**config.mk**
```make
export PLATFORM = sky130hd
export DESIGN_NAME = mat_add_ctrl_flat
export DESIGN_NICKNAME = d
export VERILOG_FILES = /design/src/rtl/mat_add_ctrl_if.sv /design/src/rtl/mat_add_ctrl.sv /design/src/flat_wrapper.sv
export SDC_FILE = /design/constraint.sdc
export NUM_CORES = 1
export LEC_CHECK = 0
export CORE_AREA = 4 4 232 234
export DETAILED_ROUTE_END_ITERATION = 8
export DIE_AREA = 0 0 236 238
export PLACE_DENSITY = 0.5
export SETUP_SLACK_MARGIN = 0.3
export SLEW_MARGIN = 20
export SYNTH_ARGS = -nofsm -noshare
export SYNTH_HDL_FRONTEND = slang
export SYNTH_SLANG_ARGS = --single-unit
```
**constraint.sdc**
```tcl
create_clock -name clk -period 1.6 [get_ports clk]
set_input_delay 0.24 -clock clk [delete_from_list [all_inputs] [get_ports clk]]
set_output_delay 0.24 -clock clk [all_outputs]
set_load 0.05 [all_outputs]
```
**src/rtl/mat_add_ctrl_if.sv**
```systemverilog
// Command/result handshake bundle between the command decoder and mat_add_ctrl.
// The controller is the slave: it accepts commands and offers results.
interface mat_add_ctrl_if;
   logic         cmd_valid;
   logic         cmd_ready;
   logic [1:0]   cmd_op;
   logic [63:0]  cmd_mat_A;
   logic [63:0]  cmd_mat_B;
   logic         res_valid;
   logic         res_ready;
   logic [159:0] res_data;
   logic         res_err;

   modport master (
      output cmd_valid, cmd_op, cmd_mat_A, cmd_mat_B, res_ready,
      input  cmd_ready, res_valid, res_data, res_err
   );

   modport slave (
      input  cmd_valid, cmd_op, cmd_mat_A, cmd_mat_B, res_ready,
      output cmd_ready, res_valid, res_data, res_err
   );
endinterface

```
**src/rtl/mat_add_ctrl.sv**
```systemverilog
// Command-level sequencer for the 4x4 add/subtract datapath.
// Accepts one ADD/SUB command, clears and starts the datapath, waits for its
// finish flag (with a timeout), and hands the 160-bit result back.
module mat_add_ctrl #(
   parameter int TIMEOUT = 16   // WAIT cycles without finish before abort, 10..255
) (
   input  logic           clk,
   input  logic           rst,
   mat_add_ctrl_if.slave  bus,
   output logic [63:0]    path_mat_A,
   output logic [63:0]    path_mat_B,
   output logic           path_add_en,
   output logic           path_sign,
   output logic           path_rst,
   input  logic [159:0]   path_mat_out,
   input  logic           path_finish,
   output logic [7:0]     op_count
);

   typedef enum logic [2:0] {
      IDLE = 3'd0,
      CLR  = 3'd1,
      RUN  = 3'd2,
      WAIT = 3'd3,
      DONE = 3'd4
   } state_t;

   // Last counter value of the WAIT window; the op aborts when it is reached.
   localparam logic [7:0] TMO_LAST = 8'(TIMEOUT - 1);

   state_t         state_reg,  state_next;
   logic [63:0]    mat_a_reg,  mat_a_next;
   logic [63:0]    mat_b_reg,  mat_b_next;
   logic           sign_reg,   sign_next;
   logic [159:0]   data_reg,   data_next;
   logic           err_reg,    err_next;
   logic [7:0]     tmo_reg,    tmo_next;
   logic [7:0]     count_reg,  count_next;

   logic           op_legal;

   // Only ADD (00) and SUB (01) are legal; the sign bit is cmd_op[0].
   assign op_legal = (bus.cmd_op[1] == 1'b0);

   // State register.
   always_ff @(posedge clk) begin
      if (rst) begin
         state_reg <= IDLE;
      end else begin
         state_reg <= state_next;
      end
   end

   // Datapath-facing operand latches, result capture, timeout and op counters.
   always_ff @(posedge clk) begin
      if (rst) begin
         mat_a_reg <= '0;
         mat_b_reg <= '0;
         sign_reg  <= 1'b0;
         data_reg  <= '0;
         err_reg   <= 1'b0;
         tmo_reg   <= '0;
         count_reg <= '0;
      end else begin
         mat_a_reg <= mat_a_next;
         mat_b_reg <= mat_b_next;
         sign_reg  <= sign_next;
         data_reg  <= data_next;
         err_reg   <= err_next;
         tmo_reg   <= tmo_next;
         count_reg <= count_next;
      end
   end

   // Next-state and register-update logic; every value holds unless changed.
   always_comb begin
      state_next = state_reg;
      mat_a_next = mat_a_reg;
      mat_b_next = mat_b_reg;
      sign_next  = sign_reg;
      data_next  = data_reg;
      err_next   = err_reg;
      tmo_next   = tmo_reg;
      count_next = count_reg;

      unique case (state_reg)
         IDLE: begin
            if (bus.cmd_valid) begin
               mat_a_next = bus.cmd_mat_A;
               mat_b_next = bus.cmd_mat_B;
               if (op_legal) begin
                  sign_next  = bus.cmd_op[0];
                  state_next = CLR;
               end else begin
                  // Illegal opcode: report an error without touching the datapath.
                  data_next  = '0;
                  err_next   = 1'b1;
                  state_next = DONE;
               end
            end
         end
         CLR: begin
            // A finish flag left over from the previous op is ignored here.
            state_next = RUN;
         end
         RUN: begin
            tmo_next   = '0;
            state_next = WAIT;
         end
         WAIT: begin
            tmo_next = tmo_reg + 8'd1;
            if (path_finish) begin
               // Finish has priority over a timeout in the same cycle.
               data_next  = path_mat_out;
               err_next   = 1'b0;
               count_next = count_reg + 8'd1;
               state_next = DONE;
            end else if (tmo_reg == TMO_LAST) begin
               data_next  = '0;
               err_next   = 1'b1;
               state_next = DONE;
            end
         end
         DONE: begin
            if (bus.res_ready) begin
               state_next = IDLE;
            end
         end
         default: begin
            state_next = IDLE;
         end
      endcase
   end

   // Outputs decoded from the registered state; path_rst also follows rst directly.
   assign bus.cmd_ready = (state_reg == IDLE) && !rst;
   assign bus.res_valid = (state_reg == DONE);
   assign bus.res_data  = data_reg;
   assign bus.res_err   = err_reg;
   assign path_mat_A    = mat_a_reg;
   assign path_mat_B    = mat_b_reg;
   assign path_sign     = sign_reg;
   assign path_add_en   = (state_reg == RUN);
   assign path_rst      = rst || (state_reg == CLR);
   assign op_count      = count_reg;

endmodule

```
**src/flat_wrapper.sv**
```systemverilog
// flat-port wrapper written by rule: the top's interface ports become plain ports
module mat_add_ctrl_flat 
#(
   parameter int TIMEOUT = 16                                                      
)
  (clk, rst, path_mat_A, path_mat_B, path_add_en, path_sign, path_rst, path_mat_out, path_finish, op_count, bus_cmd_valid, bus_cmd_op, bus_cmd_mat_A, bus_cmd_mat_B, bus_res_ready, bus_cmd_ready, bus_res_valid, bus_res_data, bus_res_err);
  mat_add_ctrl_if bus_i ();
  input  logic clk;
  input  logic rst;
  output logic [63:0] path_mat_A;
  output logic [63:0] path_mat_B;
  output logic path_add_en;
  output logic path_sign;
  output logic path_rst;
  input  logic [159:0] path_mat_out;
  input  logic path_finish;
  output logic [7:0] op_count;
  input wire logic [$bits(bus_i.cmd_valid)-1:0] bus_cmd_valid;
  input wire logic [$bits(bus_i.cmd_op)-1:0] bus_cmd_op;
  input wire logic [$bits(bus_i.cmd_mat_A)-1:0] bus_cmd_mat_A;
  input wire logic [$bits(bus_i.cmd_mat_B)-1:0] bus_cmd_mat_B;
  input wire logic [$bits(bus_i.res_ready)-1:0] bus_res_ready;
  output wire logic [$bits(bus_i.cmd_ready)-1:0] bus_cmd_ready;
  output wire logic [$bits(bus_i.res_valid)-1:0] bus_res_valid;
  output wire logic [$bits(bus_i.res_data)-1:0] bus_res_data;
  output wire logic [$bits(bus_i.res_err)-1:0] bus_res_err;
  assign bus_i.cmd_valid = bus_cmd_valid;
  assign bus_i.cmd_op = bus_cmd_op;
  assign bus_i.cmd_mat_A = bus_cmd_mat_A;
  assign bus_i.cmd_mat_B = bus_cmd_mat_B;
  assign bus_i.res_ready = bus_res_ready;
  assign bus_cmd_ready = bus_i.cmd_ready;
  assign bus_res_valid = bus_i.res_valid;
  assign bus_res_data = bus_i.res_data;
  assign bus_res_err = bus_i.res_err;
  mat_add_ctrl #(.TIMEOUT(TIMEOUT)) u_core (.clk(clk), .rst(rst), .bus(bus_i), .path_mat_A(path_mat_A), .path_mat_B(path_mat_B), .path_add_en(path_add_en), .path_sign(path_sign), .path_rst(path_rst), .path_mat_out(path_mat_out), .path_finish(path_finish), .op_count(op_count));
endmodule
```
# Word level (Yosys, flattened, before mapping)
# Index checks and enable logic that the tools add are counted.
[op_classes]
addsub = 2
eq_ne = 9
n_mux = 17
bitwise = 1
reduce_logical = 11
[ops]
columns = ["operator", "n"]
rows = [
  ["2-to-1 mux 160 bit", 4],
  ["case mux 160 bit (2 select lines)", 1],
  ["adder 8 x 1 -> 8 bit (second input constant)", 2],
  ["case mux 8 bit (2 select lines)", 1],
  ["2-to-1 mux 3 bit", 5],
  ["case mux 3 bit (5 select lines)", 1],
  ["== test 8 x 4 -> 1 bit (second input constant)", 1],
  ["== test 3 x 2 -> 1 bit (second input constant)", 2],
  ["inequality test 2 bit (second input constant)", 3],
  ["AND reduction 3 bit", 2],
  ["2-to-1 mux 1 bit", 4],
  ["AND reduction 2 bit", 2],
  ["AND reduction 4 bit", 1],
  ["nonzero test 2 bit", 2],
  ["== test 3 x 1 -> 1 bit (second input constant)", 1],
  ["== test 3 bit (second input constant)", 1],
  ["zero test 3 bit", 1],
  ["inequality test 3 x 2 -> 1 bit (second input constant)", 1],
  ["case mux 1 bit (2 select lines)", 1],
  ["logical AND 1 bit", 1],
  ["zero test 1 bit", 1],
  ["logical OR 1 bit", 1],
  ["NOT 1 bit", 1],
]
[totals]
register_bits = 309

# Logic depth before layout (Yosys ltp)
[depth]
word_depth = 4
depth_mapped = 7

# Worst setup path before layout
# Ideal clock, no wire load.
[synth_timing]
kind = "in2out"
from = "in rst"
to = "out bus_cmd_ready"
arrival_ns = 2.068
required_ns = 1.360
path_slack_ns = -0.708
cell_stages = 3
n_path_buf = 2
cell_sequence = "clkbuf_1 -> buf_1 -> nor4_1"
[synth_via]
elab_chain_cells = 2
[synth_rtl]
columns = ["item", "line_no", "text"]
rows = [
  ["start: declaration", "flat_wrapper.sv:9", "input logic rst;"],
  ["zero test 1 bit", "mat_add_ctrl.sv:136", "assign bus.cmd_ready = (state_reg == IDLE) && !rst;"],
  ["logical AND 1 bit", "mat_add_ctrl.sv:136", ""],
  ["end: declaration", "flat_wrapper.sv:23", "output wire logic [$bits(bus_i.cmd_ready)-1:0] bus_cmd_ready;"],
]
# Every way passes these cells.

# Worst setup path after layout
[layout_timing]
from = "reg u_core.state_reg[0]"
to = "reg u_core.data_reg[15] (netlist: u_core.bus.res_data[15])"
[layout_via]
elab_chain_cells = 3
word_cells_on_any_way = 8
[layout_rtl]
columns = ["item", "line_no", "text"]
rows = [
  ["start: declaration", "mat_add_ctrl.sv:31", "state_t state_reg, state_next;"],
  ["start signal: assignment", "mat_add_ctrl.sv:50", "state_reg <= state_next;"],
  ["== test 3 x 2 -> 1 bit or zero test 3 bit (tied branches)", "mat_add_ctrl.sv:86", "unique case (state_reg)"],
  ["inequality test 3 x 2 -> 1 bit (no source line), or another cell as far along", "--", ""],
  ["AND reduction 4 bit (no source line)", "--", ""],
  ["end signal: assignment", "mat_add_ctrl.sv:68", "data_reg <= data_next;"],
  ["end: declaration", "mat_add_ctrl.sv:35", "logic [159:0] data_reg, data_next;"],
]
# Parallel ways exist; a longest one is shown, timed or not.
# A chain may end at the register's enable or synchronous reset.

==> results.ini <==
[status]
status = complete, but fails checks
failed_checks = negative setup slack

[sta]
timing.final.crit_share = 1.11
tightestPinTransition_ns = 0.638
finalMaxSlewViolations = 0
setup_ws_ns = -0.181
setup_viol = 178
post-route-min-period_ns = 1.78
hold_viol = 0
slew_headroom = 0.575
finClkSkew_ns = 0.0145
rsz0062_at_grt = true
fmax_mhz = 561
whs_ns = 0.0637

[routing]
routed_wl_mm = 46.1
num_vias = 10300
routedWlPerCell_um = 19.1
ant_nets = 0
detail_route.vias_per_cell = 4.26
drt_iter0_markers = 361
firstDrtPassIters = 4
drc = 0

[yosys]
synth_area_um2 = 10200
synthXorXnorAreaFrac = 0.00942
synth.area.top_cells = dfxtp_1, a22o_1, nand2_1
synthFlopType = dfxtp_1
synth_fa_ha_area_frac = 0.00245
yosys_warnings = 0
avgSynthCellArea_um2 = 9.89
synth_top_family_by_area = compound AO/OA/AOI/OAI gates
synth_top_area_cell = dfxtp_1
synth.distinct_cells = 39
synth.mux.area_fraction = 0
synthSimpleGateAreaFrac = 0.126
yosysTopAreaCellShare = 0.605
synth_edf_count = 0
syn_nets = 1331
synth-seq-cells = 309
synthArstFlopShare = 0
synth_compound_area_frac = 0.213
syn_inst = 1034
seq_area_frac_synth = 0.605

[clock_tree]
cts_tree = yes
clock-sinks = 309
clock_path_buffers = 3
cts.clk_slew.worst_paths_ns = 0.05
cts-root-buf = clkbuf_16
clock_latency_ns = 0.53
numCtsBuffers = 38
htreeDepth = 2
cts_hold_buf = 0

[setup_path]
cp.required_ns = 2.01
critical_path.max_stage_delay_ns = 0.35
crit_buf_inv = 4
crit_path_end_kind = register
cpMaxStageDelayCell = dfxtp_4
path_delay_family = buffers and inverters
crit_fanout = 31
worstPathArrival_ns = 2.19
cp-start-kind = register
critPathKind = register to register
worstPathCellList = buf_4, nand4bb_1, a21oi_1, buf_4, a21oi_4, buf_12, buf_12, a22o_1

[power_and_ir_drop]
p_sw_mw = 6.23
internal-power_mw = 15.5
p_per_area_nw_per_um2 = 1120
swShare = 0.286
irDropWorstVdd_mv = 0.534
cellLeakagePower_nw = 8.30
p_clk_frac = 0.400
seq_power_share = 0.377
combinationalPowerShare = 0.223

[global_route]
grt_pass1_vias = 9878
track_usage = 0.138
grt_max_degree = 111
grt_pass1_wl_mm = 61.3
grt_overflow_total = 0
antenna_found_initial = 1

[floorplanning]
pin_count = 597
initial_core_util = 0.197
rows = 84
die_w_um = 236
core_area_um2 = 52000
die_y_um = 238
die_area_um2 = 56200

[place]
dp_hpwl_mm = 30.9
placed_cell_area_um2 = 16600
io_buffers = 596
gp_congestion = 0.809

[finish]
multi_input_area_um2 = 4280
largest_register_ff_count = 160
drive_gt1_frac = 0.352
final_area_um2 = 19500
synthToLayoutAreaGrowth_pct = 90.3
fillers = 5175
seq_area_um2 = 6210
fin_nets = 1997

[hold_path]
hold_class = input pin to register

[flow_run]
maxCapViolCount = 0

==> area by class of cell <==
type / count / share of cell area
multi-input combinational: 641 / 0.220
timing repair buffer: 707 / 0.351
clock buffer: 60 / 0.0605
clock inverter: 8 / 0.00475
tap: 688 / 0.0442
sequential: 309 / 0.319
antenna: 2 / 0.000257
inverter: 3 / 0.000578
==> layer usage <==
metal | up-vias | part of all wire | GRT usage
li1 | 4962 | - | -
met1 | 4945 | 0.42 | 0.165
met2 | 323 | 0.49 | 0.236
met3 | 80 | 0.058 | 0.0378
met4 | 0 | 0.032 | 0.0537
met5 | - | 0 | 0
==> Yosys cell counts, types with 6 or more instances <==
master and count:
dfxtp_1 309, nand2_1 266, a22o_1 160, a21oi_1 139, buf_2 37, clkbuf_1 34, nor2_1 18, buf_6 10
xor2_1 7, nand3_1 6
==> placed cells by master, fill, tap and decap left out, types with 2 or more instances in the layout <==
master and n:
a21oi_1 98, diode_2 2, nand2_4 43, buf_4 337, clkbuf_1 11, nor2_4 3, buf_16 4, nor3_4 2
nand3_1 4, o21ai_0 3, nor2_1 16, buf_6 30, a21oi_2 41, buf_12 23, nand4_1 4, clkinv_2 5
buf_8 2, dfxtp_2 7, bufinv_16 2, dfxtp_4 4, xor2_1 7, and3_4 3, inv_1 2, clkbuf_16 58
nand4b_1 2, nand2_1 203, xnor2_1 4, nand2_2 20, clkbuf_8 8, and4_1 2, clkdlybuf4s50_1 293, a22o_1 160
dfxtp_1 298
==> stage by stage <==
| step | std cells | util | power, mW | TNS (ns) | setup slack, ns |
|---|---|---|---|---|---|
| 6_report | 2418 | 0.374 | 21.8 | -21.84 | -0.181 |
| 4_1_cts | 2376 | 0.349 | 21.1 | -25.44 | -0.232 |
| 3_5_place_dp | 2294 | 0.320 | 12.1 | -84.71 | -0.496 |
| 2_1_floorplan | 1034 | - | 10.4 | -15.57 | -0.136 |
| 5_1_grt | 2417 | 0.374 | 22.6 | -46.25 | -0.293 |
| 3_3_place_gp | 2294 | 0.320 | 12.1 | -87.83 | -0.515 |
==> power groups by stage <==
stage	registers (mW)	clock network, mW	logic, mW
floorplan	9.39	0	1.00
global placement	8.33	0	3.73
detailed placement	8.34	0	3.75
CTS	8.18	9.00	3.93
global route	8.25	9.29	5.08
finish	8.21	8.71	4.86
==> worst paths after layout <==
kind | start | endpoint | slack (ns) | cells past startpoint
hold reg to reg | u_core.path_mat_A[3] | u_core.path_mat_A[3] | 0.45 | 2
setup reg to reg | u_core.state_reg[0] | u_core.bus.res_data[15] | -0.18 | 8
hold / removal | rst | u_core.path_mat_A[24] | 0.06 | 2
setup / recovery | u_core.state_reg[0] | u_core.bus.res_data[15] | -0.18 | 8
==> what timing repair did <==
item | CTS | global route
endpoints found under the setup margin | 608 | 611
pin swaps | 10 | 78
buffers inserted | 11 | 13
gates cloned | 3 | 27
gates resized for setup | 29 | 176
==> worst reg2reg max path, stage by stage, from the launching register on <==
cell       delay, ns
dfxtp_4         0.35
buf_4           0.13
nand4bb_1       0.17
a21oi_1         0.21
buf_4           0.16
a21oi_4         0.05
buf_12          0.18
buf_12          0.20
a22o_1          0.20
==> logic make-up after synthesis <==
family | Yosys count
and+or+nand+nor | 317
AOI/OAI and AO/OA | 309
DFF | 309
buffers and inverters | 86
xor gates and xnor gates | 11
adders and majority gates | 2
No activity file was read; power rests on OpenSTA's default activity.
